$ cat src/rtl/collector_drain_pkg.sv
// Shared types and sizing for the collector FIFO drain: state encoding and
// the depth/occupancy width of the read-latency buffer.
package collector_drain_pkg;

   typedef enum logic [1:0] {
      IDLE = 2'd0,
      RUN  = 2'd1,
      STOP = 2'd2
   } drain_state_t;

   localparam int DRAIN_DEPTH = 4;
   // Occupancy must represent 0..DEPTH inclusive.
   localparam int DRAIN_OCC_W = $clog2(DRAIN_DEPTH + 1);

endpackage

$ cat src/rtl/drain_sync_fifo.sv
// Small register-based FIFO whose head is visible combinationally, so the
// stream output sees the oldest entry in the same cycle occupancy becomes nonzero.
module drain_sync_fifo #(
   parameter int WIDTH = 64,
   parameter int DEPTH = 4,
   parameter int OCC_W = 3
) (
   input  logic             clk,
   input  logic             rst,
   input  logic             push,
   input  logic [WIDTH-1:0] push_data,
   input  logic             pop,
   output logic [WIDTH-1:0] head,
   output logic [OCC_W-1:0] occ
);

   localparam int PTR_W = (DEPTH > 1) ? $clog2(DEPTH) : 1;
   localparam logic [PTR_W-1:0] PTR_LAST = PTR_W'(DEPTH - 1);

   logic [PTR_W-1:0] wr_ptr_reg;
   logic [PTR_W-1:0] rd_ptr_reg;
   logic [OCC_W-1:0] occ_reg;
   logic [WIDTH-1:0] entry [DEPTH];

   genvar gi;
   generate
      for (gi = 0; gi < DEPTH; gi++) begin : g_entry
         logic [WIDTH-1:0] data_reg;
         always_ff @(posedge clk) begin
            if (!rst) begin
               data_reg <= '0;
            end else if (push && (wr_ptr_reg == PTR_W'(gi))) begin
               data_reg <= push_data;
            end
         end
         assign entry[gi] = data_reg;
      end
   endgenerate

   always_ff @(posedge clk) begin
      if (!rst) begin
         wr_ptr_reg <= '0;
         rd_ptr_reg <= '0;
         occ_reg    <= '0;
      end else begin
         if (push) begin
            wr_ptr_reg <= (wr_ptr_reg == PTR_LAST) ? '0 : wr_ptr_reg + 1'b1;
         end
         if (pop) begin
            rd_ptr_reg <= (rd_ptr_reg == PTR_LAST) ? '0 : rd_ptr_reg + 1'b1;
         end
         case ({push, pop})
            2'b10:   occ_reg <= occ_reg + 1'b1;
            2'b01:   occ_reg <= occ_reg - 1'b1;
            default: occ_reg <= occ_reg;
         endcase
      end
   end

   assign head = entry[rd_ptr_reg];
   assign occ  = occ_reg;

endmodule

$ cat src/rtl/collector_axis_drain.sv
// Drains the MLP collector output FIFO into an AXI-Stream master with framed tlast.
// Optional statistics counters are built when COLLECTOR_DRAIN_STATS_EN is defined.
module collector_axis_drain
   import collector_drain_pkg::*;
#(
   parameter int DATA_WIDTH = 64,
   parameter int FRAME_LEN  = 16,
   parameter int CNT_WIDTH  = 32
) (
   input  logic                  clk,
   input  logic                  rst,
   input  logic                  enable,
   input  logic                  collector_ofifo_rdy,
   output logic                  collector_ofifo_ren,
   input  logic [DATA_WIDTH-1:0] collector_ofifo_rdata,
   output logic [DATA_WIDTH-1:0] m_axis_tdata,
   output logic                  m_axis_tvalid,
   input  logic                  m_axis_tready,
   output logic                  m_axis_tlast,
   output logic                  frame_done
`ifdef COLLECTOR_DRAIN_STATS_EN
   ,
   output logic [CNT_WIDTH-1:0]  word_count,
   output logic [CNT_WIDTH-1:0]  frame_count
`endif
);

   localparam int BEAT_W = (FRAME_LEN > 1) ? $clog2(FRAME_LEN) : 1;
   localparam logic [BEAT_W-1:0] BEAT_LAST = BEAT_W'(FRAME_LEN - 1);
   localparam logic [DRAIN_OCC_W:0] DEPTH_LIMIT = (DRAIN_OCC_W + 1)'(DRAIN_DEPTH);

   generate
      if ((FRAME_LEN < 1) || (CNT_WIDTH < 1)) begin : g_bad_params
         $error("collector_axis_drain: FRAME_LEN and CNT_WIDTH must be >= 1");
      end
   endgenerate

   drain_state_t           state_reg;
   drain_state_t           state_next;
   logic                   inflight_reg;
   logic [BEAT_W-1:0]      beat_reg;
   logic                   frame_done_reg;
   logic [DRAIN_OCC_W-1:0] occ;
   logic                   pop;
   logic [DRAIN_OCC_W:0]   pending;

   drain_sync_fifo #(
      .WIDTH (DATA_WIDTH),
      .DEPTH (DRAIN_DEPTH),
      .OCC_W (DRAIN_OCC_W)
   ) u_buf (
      .clk       (clk),
      .rst       (rst),
      .push      (inflight_reg),
      .push_data (collector_ofifo_rdata),
      .pop       (pop),
      .head      (m_axis_tdata),
      .occ       (occ)
   );

   assign m_axis_tvalid = (occ != '0);
   assign pop           = m_axis_tvalid && m_axis_tready;
   assign m_axis_tlast  = m_axis_tvalid && (beat_reg == BEAT_LAST);
   assign frame_done    = frame_done_reg;

   // Count the in-flight word as already occupying a slot so the buffer can never overflow.
   assign pending = {1'b0, occ} + {{DRAIN_OCC_W{1'b0}}, inflight_reg}
                  - {{DRAIN_OCC_W{1'b0}}, pop};

   assign collector_ofifo_ren = rst && (state_reg == RUN) && collector_ofifo_rdy
                              && (pending < DEPTH_LIMIT);

   always_comb begin
      state_next = state_reg;
      case (state_reg)
         IDLE:    if (enable) state_next = RUN;
         RUN:     if (!enable) state_next = STOP;
         STOP: begin
            if (enable) begin
               state_next = RUN;
            end else if ((occ == '0) && !inflight_reg) begin
               state_next = IDLE;
            end
         end
         default: state_next = IDLE;
      endcase
   end

   always_ff @(posedge clk) begin
      if (!rst) begin
         state_reg      <= IDLE;
         inflight_reg   <= 1'b0;
         beat_reg       <= '0;
         frame_done_reg <= 1'b0;
      end else begin
         state_reg      <= state_next;
         inflight_reg   <= collector_ofifo_ren;
         frame_done_reg <= pop && m_axis_tlast;
         // Beat position survives enable pauses so a frame resumes where it stopped.
         if (pop) begin
            beat_reg <= (beat_reg == BEAT_LAST) ? '0 : beat_reg + 1'b1;
         end
      end
   end

`ifdef COLLECTOR_DRAIN_STATS_EN
   logic [CNT_WIDTH-1:0] word_count_reg;
   logic [CNT_WIDTH-1:0] frame_count_reg;

   always_ff @(posedge clk) begin
      if (!rst) begin
         word_count_reg  <= '0;
         frame_count_reg <= '0;
      end else if (pop) begin
         word_count_reg <= word_count_reg + 1'b1;
         if (m_axis_tlast) begin
            frame_count_reg <= frame_count_reg + 1'b1;
         end
      end
   end

   assign word_count  = word_count_reg;
   assign frame_count = frame_count_reg;
`endif

endmodule

$ cat config.mk
export PLATFORM = sky130hd
export DESIGN_NAME = collector_axis_drain
export DESIGN_NICKNAME = d
export VERILOG_FILES = /design/src/rtl/collector_drain_pkg.sv /design/src/rtl/drain_sync_fifo.sv /design/src/rtl/collector_axis_drain.sv
export SDC_FILE = /design/constraint.sdc
export NUM_CORES = 1
export LEC_CHECK = 0
export CORE_MARGIN = 10
export CORE_UTILIZATION = 50
export DETAILED_ROUTE_END_ITERATION = 8
export GPL_ROUTABILITY_DRIVEN = 0
export HOLD_SLACK_MARGIN = 0.08
export MAX_ROUTING_LAYER = met4
export PLACE_DENSITY = 0.72
export SYNTH_ARGS = -nofsm -noshare
export SYNTH_HDL_FRONTEND = slang
export SYNTH_HIERARCHICAL = 1
export SYNTH_SLANG_ARGS = --single-unit
$ cat constraint.sdc
create_clock -name clk -period 5.9 [get_ports clk]
set_clock_uncertainty 0.1 [all_clocks]
set_input_delay 1.77 -clock clk [delete_from_list [all_inputs] [get_ports clk]]
set_output_delay 1.77 -clock clk [all_outputs]
set_load 0.05 [all_outputs]
# Yosys cells after proc, flatten, opt, wreduce, memory -nomap -nowiden
# Index checks and enable logic that the tools add are counted.
# classes
reduce_logical	18
n_lt_le_gt_ge	2
n_eq_ne	12
addsub	7
n_bitwise	1
muxes	12
# ops
operator	n
$bmux W64 S2	1
$mux W64	2
$mux W2	6
$logic_and A1 B1 Y1	11
$eq A2 B2 Y1 const B	5
$eq A2 B1 Y1 const B	3
$pmux W2 S3	1
$pmux W3 S2	1
$add A2 B1 Y2 const B	2
$add A3 B1 Y4	1
$add A4 B1 Y4 const B	1
$eq A4 B4 Y1 const B	1
$logic_not A2 Y1	2
$lt A4 B3 Y1 const B	1
$mux W4	1
$ne A2 B2 Y1 const B	2
$sub A4 B1 Y4	1
$add A3 B1 Y3 const B	1
$ge A3 B3 Y1 const B	1
$logic_not A3 Y1	1
$ne A3 B3 Y1 const B	1
$not A2 Y3	1
$reduce_and A3 Y1	1
$reduce_bool A3 Y1	1
3 further kinds	3
# word_totals
input_bits	69
out_inout_bits	68
wordCells	63
ff_bits	271

# Depth between registers and ports, before layout
# depth
word_depth	5
mapped_depth	8
depth_no_buf	8

# Hierarchy
# The synthesis kept the hierarchy.
# by_module_without_submodules
mod	area_each_um2	n_inst	cells_each	seq_area_each_um2
drain_sync_fifo	11488.5	1	1227	5265.0
collector_axis_drain	471.7	1	55	160.2

# Worst setup path after synthesis
# No wires, ideal clock.
# synth_timing
kind	input to output
start	input m_axis_tready
end	output collector_ofifo_ren
path_buffers	0
arrival_ns	3.829
setup_slack_ns	0.201
stages	8
required_time_ns	4.030
path_cell_list	o31ai_1 inv_1 ha_1 inv_1 ha_1 nand3b_1 a211o_2 a31oi_1
# synth_via
elab_chain_cells	4
# synth_rtl
item	line_no	text
start, declared	collector_axis_drain.sv:18	input logic m_axis_tready,
$logic_and A1 B1 Y1	collector_axis_drain.sv:62	assign pop = m_axis_tvalid && m_axis_tready;
named net pop	collector_axis_drain.sv:44	logic pop;
$sub A4 B1 Y4	collector_axis_drain.sv:68	- {{DRAIN_OCC_W{1'b0}}, pop};
$lt A4 B3 Y1	collector_axis_drain.sv:71	&& (pending < DEPTH_LIMIT);
$logic_and A1 B1 Y1	collector_axis_drain.sv:71	
end, declared	collector_axis_drain.sv:14	output logic collector_ofifo_ren,
# The timed path passes the listed nets, and every way through them passes these cells.

# Worst setup path in the final report
# Ends and elaborated chain as after synthesis.

==> results.md <==
- Final critical-path share of the clock period: 96.2%
- Deepest level of the CTS H-tree: 1
- Top cell family by delay on the critical path: buffers and inverters
- Number of cells after detailed placement: 1,647
- Post-Route WL: 29,500 µm
- Synth Warn #: 6
- Buffer cell driving the clock tree root: clkbuf_16
- Routed via count: 9,069
- Number of top-level design ports: 137
- Reported leakage power: 4.64 nW
- Total power per unit cell area: 283 nW/µm²
- GRT Util Overall: 19.2%
- TritonCTS clock tree: done
- Dominant combinational cell family by area after synthesis: simple AND/OR/NAND/NOR gates
- Largest register FFs: 256
- Worst EP arrival: 3.81 ns
- Deepest clock path buffer count: 3
- Drt first pass iters: 4
- Layout Area Growth over Synthesis: 18.0%
- Setup repair after global routing missed its margin: false
- Number of clock buffers inserted by TritonCTS: 28
- Sequential fraction of the synthesis area: 45.4%
- Slowest CP cell: clkdlybuf4s50_1
- Number of remaining DRC errors: 0
- Worst setup path class: input port to primary output
- Required time of the critical path: 4.03 ns
- Via count of the first global-routing pass: 9,133
- Final number of setup-violating endpoints: 0
- Area of the die: 30,500 µm²
- Result of the run: complete, no violations
- Relative slew slack: 32.6%
- Post-synth design cell area: 12,000 µm²
- Worst-skew pair later-pin latency: 0.53 ns
- Synth Register Bits: 271
- Filler Cells Inserted: 2,042
- Series of cell instances along the critical path: clkdlybuf4s50_1 -> o31ai_1 -> inv_1 -> ha_1 -> inv_1 -> ha_1 -> nand3b_1 -> a211o_2 -> a31oi_2 -> buf_12
- Vertical die dimension: 175 µm
- Largest incremental delay on the critical path: 0.51 ns
- Capturing element type of the critical path: primary output
- Initial antenna violation count: 0
- Accumulated negative setup slack: 0 ns
- Post-route worst hold slack: 0.351 ns
- Maximum ir drop on the vdd rail: 0.000192 V
- Worst-Margin Slew: 1.01 ns
- Setup slack of the most critical reg-to-reg path: 3.51 ns
- Fraction of layout cells with a size suffix above 1: 9.52%
- Hold Buf Count CTS: 0
- Clock Sink Count: 271
- Horiz. Die Dim: 175 µm
- Syn_area_per_cell: 9.33 µm²
- Post-synthesis cell count: 1,282
- Post-detailed-placement half-perimeter wirelength: 16,200 µm
- Post-synthesis net count: 1,362
- Final Slew Violations: 0
- Cell variety after synth: 36
- Pre-CTS worst setup slack: 0.161 ns
- Total congestion overflow: 0
- Buf+Inv Stages, Crit Path: 4
- Post-route core utilization: 60.1%
- Number of maximum-capacitance constraint violations: 0
- Number of resized instances in the post-cts repair step: 0
- Ant. Diodes: 0
- Synth Area in Compound Gates: 17.0%
- Wire length of the first global-routing pass: 48,200 µm
- Non-filler cells in the finished layout: 1,695
- Clock transition at path regs: 0.05 ns
- Xor/xnor share of the synthesized area: 0.220%
- Pin count of the biggest net entering global routing: 127
- Buffers inserted during post-CTS setup optimization: 0
- Core Box Area: 23,500 µm²
- Simple-gate share of the synthesized area: 18.0%
- Class of the worst hold path: flop to flop
- Number of hold violations in the final report: 0
- Post-route worst setup slack: 0.222 ns
- Minimum clock period: 5.68 ns
- Initial standard-cell utilization of the core: 51.0%
- Standard-cell row count: 56
- Nets: 1,438
- Kind of launch point of the worst setup path: input port
- Maximum operating frequency: 176 MHz
- Multiplexer share of the synthesized area: 12.4%
- Count of port buffers added during placement: 136
- Highest net fanout along the worst path: 4
- Drt via density: 5.35
- Count of antenna-violating nets left after detailed routing: 0
- Number of DRC markers after the initial detailed-route iteration: 558
- Arithmetic-cell share of the synthesized area counting full adders, half adders and majority gates: 1.21%
- Wire per inst: 17.4 µm
[placed cells by master, fill, tap and decap left out, types with 3 or more instances in the layout]
master / Yosys / layout
xnor2_1: 3 / 3
ha_1: 10 / 10
a21oi_1: 4 / 4
buf_4: 9 / 6
a21boi_1: 180 / 180
inv_1: 11 / 11
mux4_2: 64 / 64
nand2_1: 514 / 514
nand2b_1: 3 / 3
mux2i_1: 4 / 4
clkinv_2: 0 / 4
nor2_1: 3 / 3
clkbuf_8: 0 / 8
nand2_4: 0 / 4
clkdlybuf4s50_1: 0 / 134
nand4_1: 3 / 3
and2_4: 0 / 4
clkbuf_16: 0 / 30
nor2b_1: 7 / 7
clkbuf_1: 28 / 5
a21boi_0: 78 / 78
dfxtp_1: 271 / 269
o21ai_0: 3 / 3
[worst reg2reg max path, stage by stage, from the launching register on]
cell and delay, ns:
dfxtp_1 0.38, o31ai_1 0.32, inv_1 0.10, buf_4 0.17
ha_1 0.24, fa_1 0.40, xnor2_1 0.15, or3_1 0.30
a21boi_0 0.17
[cells by family after synthesis]
family / after synthesis
mux: 68
buf+inv: 108
simple gates: 549
flops: 271
xor+xnor: 3
fa+ha+maj: 11
compound gates: 272
[synth_stat cells]
master,n,share of area (%)
a211o_2,1,0.084
a21boi_0,78,4.9
a21boi_1,180,11
a21oi_1,4,0.17
a31oi_1,2,0.10
and2_1,6,0.31
and3_1,1,0.052
and4_4,1,0.094
buf_12,3,0.50
buf_2,35,1.5
buf_4,9,0.56
buf_6,22,2.1
clkbuf_1,28,0.88
dfxtp_1,271,45
fa_1,1,0.17
ha_1,10,1.0
inv_1,11,0.35
mux2i_1,4,0.33
mux4_2,64,12
nand2_1,514,16
nand2_2,4,0.21
nand2b_1,3,0.16
nand3_1,2,0.084
nand3b_1,1,0.063
nand4_1,3,0.16
nand4b_1,1,0.073
nor2_1,3,0.094
nor2b_1,7,0.37
nor3b_1,1,0.063
o21ai_0,3,0.13
o311ai_0,2,0.15
o31ai_1,1,0.063
o31ai_2,1,0.10
or3_1,1,0.052
or3_4,1,0.094
xnor2_1,3,0.22
[metal layers]
layer  vias up  share of wire (%)  track usage, %
met3        36                4.1            2.39
li1       4437                  -               -
met1      4411                 46            24.6
met5         -                  0               -
met2       185                 49            32.0
met4         0                1.6            4.42
[final timing paths]
| kind | from | end | cells after the start |
|---|---|---|---|
| hold / removal | u_buf/g_entry[0].data_reg[41]$_SDFFE_PN0P_ | u_buf/g_entry[0].data_reg[41]$_SDFFE_PN0P_ | 2 |
| setup reg to reg | u_buf/occ[2]$_SDFFE_PN0P_ | u_buf/occ[2]$_SDFFE_PN0P_ | 8 |
| setup / recovery | m_axis_tready | collector_ofifo_ren | 10 |
| hold reg to reg | u_buf/g_entry[0].data_reg[41]$_SDFFE_PN0P_ | u_buf/g_entry[0].data_reg[41]$_SDFFE_PN0P_ | 2 |
[layout make-up]
cell class,count,area [µm²],area share (%)
inverter,11,41.3,0.293
tap,319,399,2.83
clock buffer,43,880,6.23
multi-input combinational,903,5870,41.6
clock inverter,5,50.0,0.355
timing repair buffer,143,1440,10.2
sequential,271,5430,38.5
[where the power goes]
group          total, mW  switching (mW)  internal, mW
combinational      0.345           0.179         0.166
sequential          1.89          0.0418          1.85
clock               1.76           0.701          1.06
[stage by stage]
step                instance area [µm²]  power (mW)
finish                            14100        4.00
global route                      14100        4.13
CTS                               14100        4.04
detailed placement                13200        2.28
global placement                  13200        2.28
floorplan                         12000        2.14
Note: power is estimated with default switching activity, not from simulation.
